**src/rtl/mac_feed_ctrl_pkg.sv**
```systemverilog
// Shared definitions for the MAC input-feed sequencer: the controller state
// encoding and the 2-bit instruction codes sent down the input pipeline.
package mac_feed_ctrl_pkg;

   typedef enum logic [2:0] {
      ST_IDLE,
      ST_LOAD,
      ST_GAP,
      ST_EXEC,
      ST_DRAIN,
      ST_DONE
   } state_t;

   localparam logic [1:0] INST_IDLE = 2'b00;
   localparam logic [1:0] INST_LOAD = 2'b01;
   localparam logic [1:0] INST_EXEC = 2'b10;

endpackage

```
**src/rtl/mac_feed_ctrl_burst.sv**
```systemverilog
// Base+length SRAM address generator. A load pulse captures a new base and
// length and rewinds the index; each advance pulse steps to the next row.
// The index simply holds when not advanced, which is how a stall freezes the
// address. Addresses wrap modulo 2^addr_w.
module mac_feed_burst #(
   parameter int addr_w = 11,
   parameter int cnt_w  = 11
) (
   input  logic              clk,
   input  logic              reset,
   input  logic              load_i,
   input  logic [addr_w-1:0] base_i,
   input  logic [cnt_w-1:0]  len_i,
   input  logic              adv_i,
   output logic [addr_w-1:0] addr_o,
   output logic              last_o
);

   logic [addr_w-1:0] base_q, base_d;
   logic [cnt_w-1:0]  len_q, len_d;
   logic [cnt_w-1:0]  idx_q, idx_d;

   // A reload takes priority and restarts the burst at index 0; otherwise the
   // index only moves when the controller actually issues a read.
   always_comb begin
      base_d = base_q;
      len_d  = len_q;
      idx_d  = idx_q;
      if (load_i) begin
         base_d = base_i;
         len_d  = len_i;
         idx_d  = '0;
      end else if (adv_i) begin
         idx_d = idx_q + cnt_w'(1);
      end
   end

   // Burst registers, cleared asynchronously so the address bus reads 0 in reset.
   always_ff @(posedge clk or posedge reset) begin
      if (reset) begin
         base_q <= '0;
         len_q  <= '0;
         idx_q  <= '0;
      end else begin
         base_q <= base_d;
         len_q  <= len_d;
         idx_q  <= idx_d;
      end
   end

   assign addr_o = base_q + addr_w'(idx_q);
   assign last_o = (idx_q == len_q - cnt_w'(1));

endmodule

```
**src/rtl/mac_feed_ctrl.sv**
```systemverilog
// Sequencer feeding the MAC array input pipeline from the activation/weight
// SRAM: kernel-load burst, column settle gap, execute burst, pipeline drain,
// then a one-cycle done pulse. Read enables are combinational from the current
// state and stall so a stalled cycle never issues; the instruction is
// registered so it lines up with the SRAM read data one cycle later.
module mac_feed_ctrl
   import mac_feed_ctrl_pkg::*;
#(
   parameter int col      = 8,
   parameter int pr       = 8,
   parameter int addr_w   = 11,
   parameter int cnt_w    = 11,
   parameter int pipe_lat = 3
) (
   input  logic              clk,
   input  logic              reset,
   input  logic              start,
   input  logic [addr_w-1:0] load_base,
   input  logic [cnt_w-1:0]  load_len,
   input  logic [addr_w-1:0] exec_base,
   input  logic [cnt_w-1:0]  exec_len,
   input  logic              stall,
   output logic              mem_cen,
   output logic [addr_w-1:0] mem_addr,
   output logic [1:0]        inst_out,
   output logic              busy,
   output logic              done
);

   // Degenerate sizes would make the gap/drain counters never terminate.
   if (col < 1 || pr < 1 || pipe_lat < 1) begin : g_param_check
      $error("mac_feed_ctrl: col, pr and pipe_lat must all be at least 1");
   end

   state_t            state_q, state_d;
   logic [cnt_w-1:0]  cnt_q, cnt_d;
   logic [addr_w-1:0] execBase_q, execBase_d;
   logic [cnt_w-1:0]  execLen_q, execLen_d;
   logic [1:0]        inst_q, inst_d;

   logic              burstLoad;
   logic [addr_w-1:0] burstBase;
   logic [cnt_w-1:0]  burstLen;
   logic              issue;
   logic [addr_w-1:0] burstAddr;
   logic              burstLast;

   // One generator serves both bursts: loaded with the kernel range when a
   // tile starts and reloaded with the activation range as the gap ends.
   mac_feed_burst #(
      .addr_w (addr_w),
      .cnt_w  (cnt_w)
   ) u_burst (
      .clk    (clk),
      .reset  (reset),
      .load_i (burstLoad),
      .base_i (burstBase),
      .len_i  (burstLen),
      .adv_i  (issue),
      .addr_o (burstAddr),
      .last_o (burstLast)
   );

   // Next-state logic. The execute range is captured at start so later changes
   // on the inputs cannot disturb a tile in flight. The gap counter only counts
   // unstalled cycles; the drain counter runs regardless of stall because the
   // reads it waits on were already issued.
   always_comb begin
      state_d    = state_q;
      cnt_d      = cnt_q;
      execBase_d = execBase_q;
      execLen_d  = execLen_q;
      inst_d     = INST_IDLE;
      burstLoad  = 1'b0;
      burstBase  = load_base;
      burstLen   = load_len;
      issue      = 1'b0;
      case (state_q)
         ST_IDLE: begin
            if (start) begin
               execBase_d = exec_base;
               execLen_d  = exec_len;
               burstLoad  = 1'b1;
               cnt_d      = '0;
               state_d    = (load_len == '0) ? ST_GAP : ST_LOAD;
            end
         end
         ST_LOAD: begin
            issue = !stall;
            if (issue) begin
               inst_d = INST_LOAD;
               if (burstLast) begin
                  cnt_d   = '0;
                  state_d = ST_GAP;
               end
            end
         end
         ST_GAP: begin
            if (!stall) begin
               if (cnt_q == cnt_w'(col - 1)) begin
                  cnt_d     = '0;
                  burstLoad = 1'b1;
                  burstBase = execBase_q;
                  burstLen  = execLen_q;
                  state_d   = (execLen_q == '0) ? ST_DRAIN : ST_EXEC;
               end else begin
                  cnt_d = cnt_q + cnt_w'(1);
               end
            end
         end
         ST_EXEC: begin
            issue = !stall;
            if (issue) begin
               inst_d = INST_EXEC;
               if (burstLast) begin
                  cnt_d   = '0;
                  state_d = ST_DRAIN;
               end
            end
         end
         ST_DRAIN: begin
            if (cnt_q == cnt_w'(pipe_lat - 1)) begin
               cnt_d   = '0;
               state_d = ST_DONE;
            end else begin
               cnt_d = cnt_q + cnt_w'(1);
            end
         end
         ST_DONE: begin
            state_d = ST_IDLE;
         end
         default: begin
            state_d = ST_IDLE;
         end
      endcase
   end

   // Controller state registers; async reset returns to an idle, quiet bus.
   always_ff @(posedge clk or posedge reset) begin
      if (reset) begin
         state_q    <= ST_IDLE;
         cnt_q      <= '0;
         execBase_q <= '0;
         execLen_q  <= '0;
         inst_q     <= INST_IDLE;
      end else begin
         state_q    <= state_d;
         cnt_q      <= cnt_d;
         execBase_q <= execBase_d;
         execLen_q  <= execLen_d;
         inst_q     <= inst_d;
      end
   end

   assign mem_cen  = !issue;
   assign mem_addr = burstAddr;
   assign inst_out = inst_q;
   assign busy     = (state_q != ST_IDLE);
   assign done     = (state_q == ST_DONE);

endmodule

```
**config.mk**
```make
export PLATFORM = sky130hd
export DESIGN_NAME = mac_feed_ctrl
export DESIGN_NICKNAME = d
export VERILOG_FILES = /design/src/rtl/mac_feed_ctrl_pkg.sv /design/src/rtl/mac_feed_ctrl_burst.sv /design/src/rtl/mac_feed_ctrl.sv
export SDC_FILE = /design/constraint.sdc
export NUM_CORES = 1
export LEC_CHECK = 0
export CORE_UTILIZATION = 54
export CTS_BUF_LIST = sky130_fd_sc_hd__clkbuf_4 sky130_fd_sc_hd__clkbuf_8 sky130_fd_sc_hd__clkbuf_16
export CTS_CLUSTER_DIAMETER = 40
export DETAILED_ROUTE_END_ITERATION = 7
export PLACE_DENSITY = 0.81
export SLEW_MARGIN = 20
export SYNTH_ARGS = -nofsm -noshare
export SYNTH_HDL_FRONTEND = slang
export SYNTH_SLANG_ARGS = --single-unit
```
**constraint.sdc**
```tcl
create_clock -name clk -period 4.1 [get_ports clk]
set_input_delay 0.82 -clock clk [delete_from_list [all_inputs] [get_ports clk]]
set_output_delay 0.82 -clock clk [all_outputs]
set_load 0.02 [all_outputs]
```
== Word level (Yosys, flattened, before mapping) ==
Index checks and enable logic that the tools add are counted.

* Add/sub/neg operators: 4
* Equal/unequal tests: 18
* Mux-type cells: 34
* Reduce and logical (&&, ||, !) cells: 12

{| class="wikitable"
|+ Operators with widths
! operator !! count
|-
| 11-bit two-way mux || 14
|-
| 11-bit one-hot mux with 4 select lines || 1
|-
| 3-bit two-way mux || 9
|-
| 11-bit by 1-bit adder with 11-bit output, second input constant || 2
|-
| 11-bit logical NOT || 2
|-
| 2-bit inequality test, second input constant || 9
|-
| 3-bit one-hot mux with 5 select lines || 1
|-
| 11-bit adder || 1
|-
| 11-bit equality test || 1
|-
| 11-bit by 2-bit equality test with 1-bit output, second input constant || 1
|-
| 11-bit by 3-bit equality test with 1-bit output, second input constant || 1
|-
| 11-bit by 1-bit subtractor with 11-bit output, second input constant || 1
|-
| 8-bit AND reduction || 1
|-
| 3-bit by 2-bit equality test with 1-bit output, second input constant || 2
|-
| 3-bit equality test, second input constant || 2
|-
| 1-bit two-way mux || 5
|-
| 5-bit AND reduction || 1
|-
| 2-bit two-way mux || 2
|-
| 2-bit one-hot mux with 2 select lines || 1
|-
| 4-bit nonzero test || 1
|-
| 3-bit by 1-bit equality test with 1-bit output, second input constant || 1
|-
| 3-bit logical NOT || 1
|-
| 3-bit nonzero test || 1
|-
| 1-bit logical NOT || 2
|-
| other kinds (5) || 5
|}

* Flip-flop bits (word level): 71
* Input bits: 48
* Output and inout bits: 16

== Depth between registers and ports, before layout ==
* Depth in word-level cells: 5
* Mapped depth: 10

== Modules after synthesis ==
From an unflattened synthesis, not the netlist that was laid out.

* Cells, all modules: 393
* Area total of the unflattened synthesis: 4365.4 µm²

{| class="wikitable"
|+ Modules (own cells, without submodules)
! module !! times used !! cells an instance !! area an instance (µm²) !! sequential area each (µm²)
|-
| mac_feed_ctrl || 1 || 192 || 2260.9 || 950.9
|-
| mac_feed_burst || 1 || 201 || 2104.5 || 825.8
|}

== Least setup slack after synthesis ==
No wires, ideal clock.

* Path kind: register -> output
* Start point: register u_burst.idx_q[1]
* End point: output mem_addr[9]
* Arrival time: 2.528 ns
* Data required time: 3.280 ns
* Slack: 0.752 ns
* Stages on the path, launching flop included: 9
* Path buffers: 0
* Cells stage by stage: dfrtp_1 > ha_1 > a21o_1 > a21oi_1 > nand2b_1 > a21boi_0 > o41ai_1 > or4b_2 > o211ai_1

* Longest elaborated chain between the ends: 1

{| class="wikitable"
|+ RTL lines
! what !! line !! RTL
|-
| from (decl) || mac_feed_ctrl_burst.sv:21 || <nowiki>logic [cnt_w-1:0] idx_q, idx_d;</nowiki>
|-
| from (signal assigned) || mac_feed_ctrl_burst.sv:47 || <nowiki>idx_q <= idx_d;</nowiki>
|-
| 11-bit adder || mac_feed_ctrl_burst.sv:51 || <nowiki>assign addr_o = base_q + addr_w'(idx_q);</nowiki>
|-
| to (decl) || mac_feed_ctrl.sv:24 || <nowiki>output logic [addr_w-1:0] mem_addr,</nowiki>
|}

No other way between the ends.

== Worst setup path after layout ==
Ends and elaborated chain as after synthesis.

==> flow_metrics.tcl <==
set metrics [dict create \
    status "completed" \
    netlist_area_sq_um 4000 \
    peakVddDrop_v 0.000442 \
    tightest_slew_ns 0.703 \
    synthDistinctLibCells 52 \
    finalInstanceArea_sq_um 4980 \
    cp.required_ns 3.28 \
    antenna_found_initial 0 \
    synth_flop_cell "dfrtp_1" \
    ctsRootBufferMaster "clkbuf_8" \
    worstSetupPathType "reg -> out" \
    start_util 0.555 \
    cap_violations 0 \
    min_path_cells 2 \
    synth-edff-count 0 \
    clockBufferDepth 2 \
    wl_per_cell_um 15.6 \
    gp_routability_congestion 0.848 \
    clkPwrFrac 0.168 \
    reg2reg_depth 9 \
    io_buffers 63 \
    grt_max_degree 64 \
    max_freq_ghz 0.257 \
    crit_path_start_kind "register" \
    power.total_mw 3.33 \
    maxSlewViolCount 0 \
    die_width_um 88.1 \
    via_count 3364 \
    grt_pass1_wl_um 14900 \
    final_cells 583 \
    initialDrtViolationCount 209 \
    syn_to_final_growth_pct 24.4 \
    setup_violations 0 \
    cts.sinks 71 \
    hold_path.class "reg -> reg" \
    critPathMaxFanout 2 \
    post-dp-hpwl_um 6620 \
    n_antenna_cell 0 \
    yosysWarningCount 0 \
    fin_crit_sh 0.949 \
    rows 31 \
    power.share.switching 0.380 \
    cp.arrival_ns 3.07 \
    setup_tns_ns 0 \
    ys_seq_elements 71 \
    core-area_sq_um 7210 \
    syn_nets 476 \
    pin_count 64 \
    switchingPower_mw 1.27 \
    dp.cells 567 \
    postSynthCellCount 413 \
    min_period_ns 3.89 \
    chipHeight_um 88.1 \
    clk_pin_slew_ns 0.07 \
    rrSetupSlack_ns 1.12 \
    routed_wl_um 9070 \
    pwr-share-seq 0.384 \
    place_area_sq_um 4770 \
    htree_levels 3 \
    p_comb_frac 0.448 \
    p_leak_nw 2.29 \
    cts_made_buffers 9 \
    p_int_mw 2.07 \
    slew-limit-headroom 0.528 \
    track_usage 0.251 \
    drc 0 \
    cts_tree "yes" \
    power_density_nw_per_um2 669 \
    overflow 0 \
    fin_nets 542 \
    end_kind "output port" \
    layout-drive-gt1-share 0.126 \
    clk_latency_ns 0.35 \
    async_flop_share 1.00 \
    syn_avg_cell_area_sq_um 9.69 \
    grt_pass1_vias 3195 \
    yosysSeqAreaShare 0.444 \
    post_cts_buffers 0 \
    fin_skew_ns 0.0117 \
    dieArea_sq_um 7760 \
    dr.pass1.iters 4 \
    rsz0062_at_grt "no" \
    ant_nets 0 \
    hold_viol 0 \
    viasPerCell 5.77 \
]
[layer usage]
layer  wire length, um  GRT usage  up-vias
met3               266     0.0377       17
met4               202      0.109        0
met1              4280      0.349     1644
met5                 0          0        -
li1                  -          -     1629
met2              4310      0.394       74
[Yosys cell counts, drive strengths merged, types with 13 or more instances]
library cell | number | area (sq um)
a21oi | 13 | 65.1
dfrtp | 71 | 1780
ha | 14 | 175
inv | 15 | 56.3
mux2 | 24 | 278
nand2 | 17 | 66.3
nand3 | 13 | 65.1
nor2 | 67 | 251
nor3 | 16 | 80.1
o22ai | 25 | 156
xnor2 | 14 | 123
xor2 | 16 | 140
[what timing repair did]
item / 4_1_cts / 5_1_grt
endpoints found under the hold margin: 0 / 0
gates resized for setup: 2 / 5
setup endpoints to repair: 1 / 3
hold buffers: 0 / 0
cloned: 0 / 0
pin swaps: 0 / 1
[cells in the final DEF, fill, tap and decap left out, types with 12 or more instances in the layout]
master            n
xor2_1           16
ha_1             14
clkdlybuf4s50_1  61
nor3_1           16
inv_1            14
mux2_2           22
nor2_1           67
dfrtp_1          71
nand2_1          16
o22ai_1          25
xnor2_1          14
nand3_1          12
a21oi_1          12
[worst max-delay path: stages (launching register included)]
cell	delay (ns)
dfrtp_1	0.38
ha_1	0.29
a21o_1	0.18
a21oi_1	0.23
nand2b_1	0.16
a21boi_0	0.12
o41ai_2	0.28
or4b_2	0.62
o211ai_1	0.11
dlygate4sd2_1	0.35
[sequential cells by signal, summed over array words and instances (netlist names)]
name,cells
execBase_q,11
cnt_q,11
state_q,3
u_burst.base_q,11
execLen_q,11
inst_out,2
u_burst.idx_q,11
u_burst.len_q,11
[path summary, 6_finish.rpt]
path,endpoint,from
min in group asynchronous,execLen_q[9],reset
hold / removal,u_burst.base_q[8],u_burst.base_q[8]
setup / recovery,mem_addr[9],u_burst.idx_q[1]
max in group asynchronous,execBase_q[6],reset
setup reg to reg,cnt_q[1],u_burst.len_q[0]
hold reg to reg,u_burst.base_q[8],u_burst.base_q[8]
[cell families (layout without fill, tap and decap cells)]
| kind of cell | after synthesis | count (layout) | synth area share |
|---|---|---|---|
| AO/OA/AOI/OAI | 77 | 77 | 0.128 |
| XOR/XNOR | 31 | 31 | 0.0722 |
| adder cells (fa/ha/maj) | 15 | 15 | 0.0488 |
| buffers and inverters | 31 | 102 | 0.0313 |
| flip-flops | 71 | 71 | 0.444 |
| multiplexers | 27 | 27 | 0.0769 |
| AND/OR/NAND/NOR | 161 | 161 | 0.199 |
[power groups by stage]
stage               clock [mW]  sequential, mW  combinational (mW)
CTS                      0.571            1.27                1.49
finish                   0.560            1.28                1.49
detailed placement           0            1.29                1.47
global placement             0            1.27                1.43
floorplan                    0            1.19                1.04
global route             0.604            1.32                1.65
[final cells by class]
class	count	area (sq um)
clock buffer	13	154
clock inverter	3	43.8
fill	580	2230
inverter	15	56.3
multi-input combinational	311	2120
sequential	71	1780
tap	99	124
timing repair buffer	71	704
[per-stage QoR]
stage	utilization	setup slack [ns]	hold WS, ns
6_report	0.690	0.207	0.507
5_1_grt	0.690	0.0160	0.533
4_1_cts	0.689	0.0545	0.508
3_5_place_dp	0.661	0.304	0.492
3_3_place_gp	0.661	0.313	0.484
2_1_floorplan	-	0.752	0.470
Power figures use the tool's default switching activity.
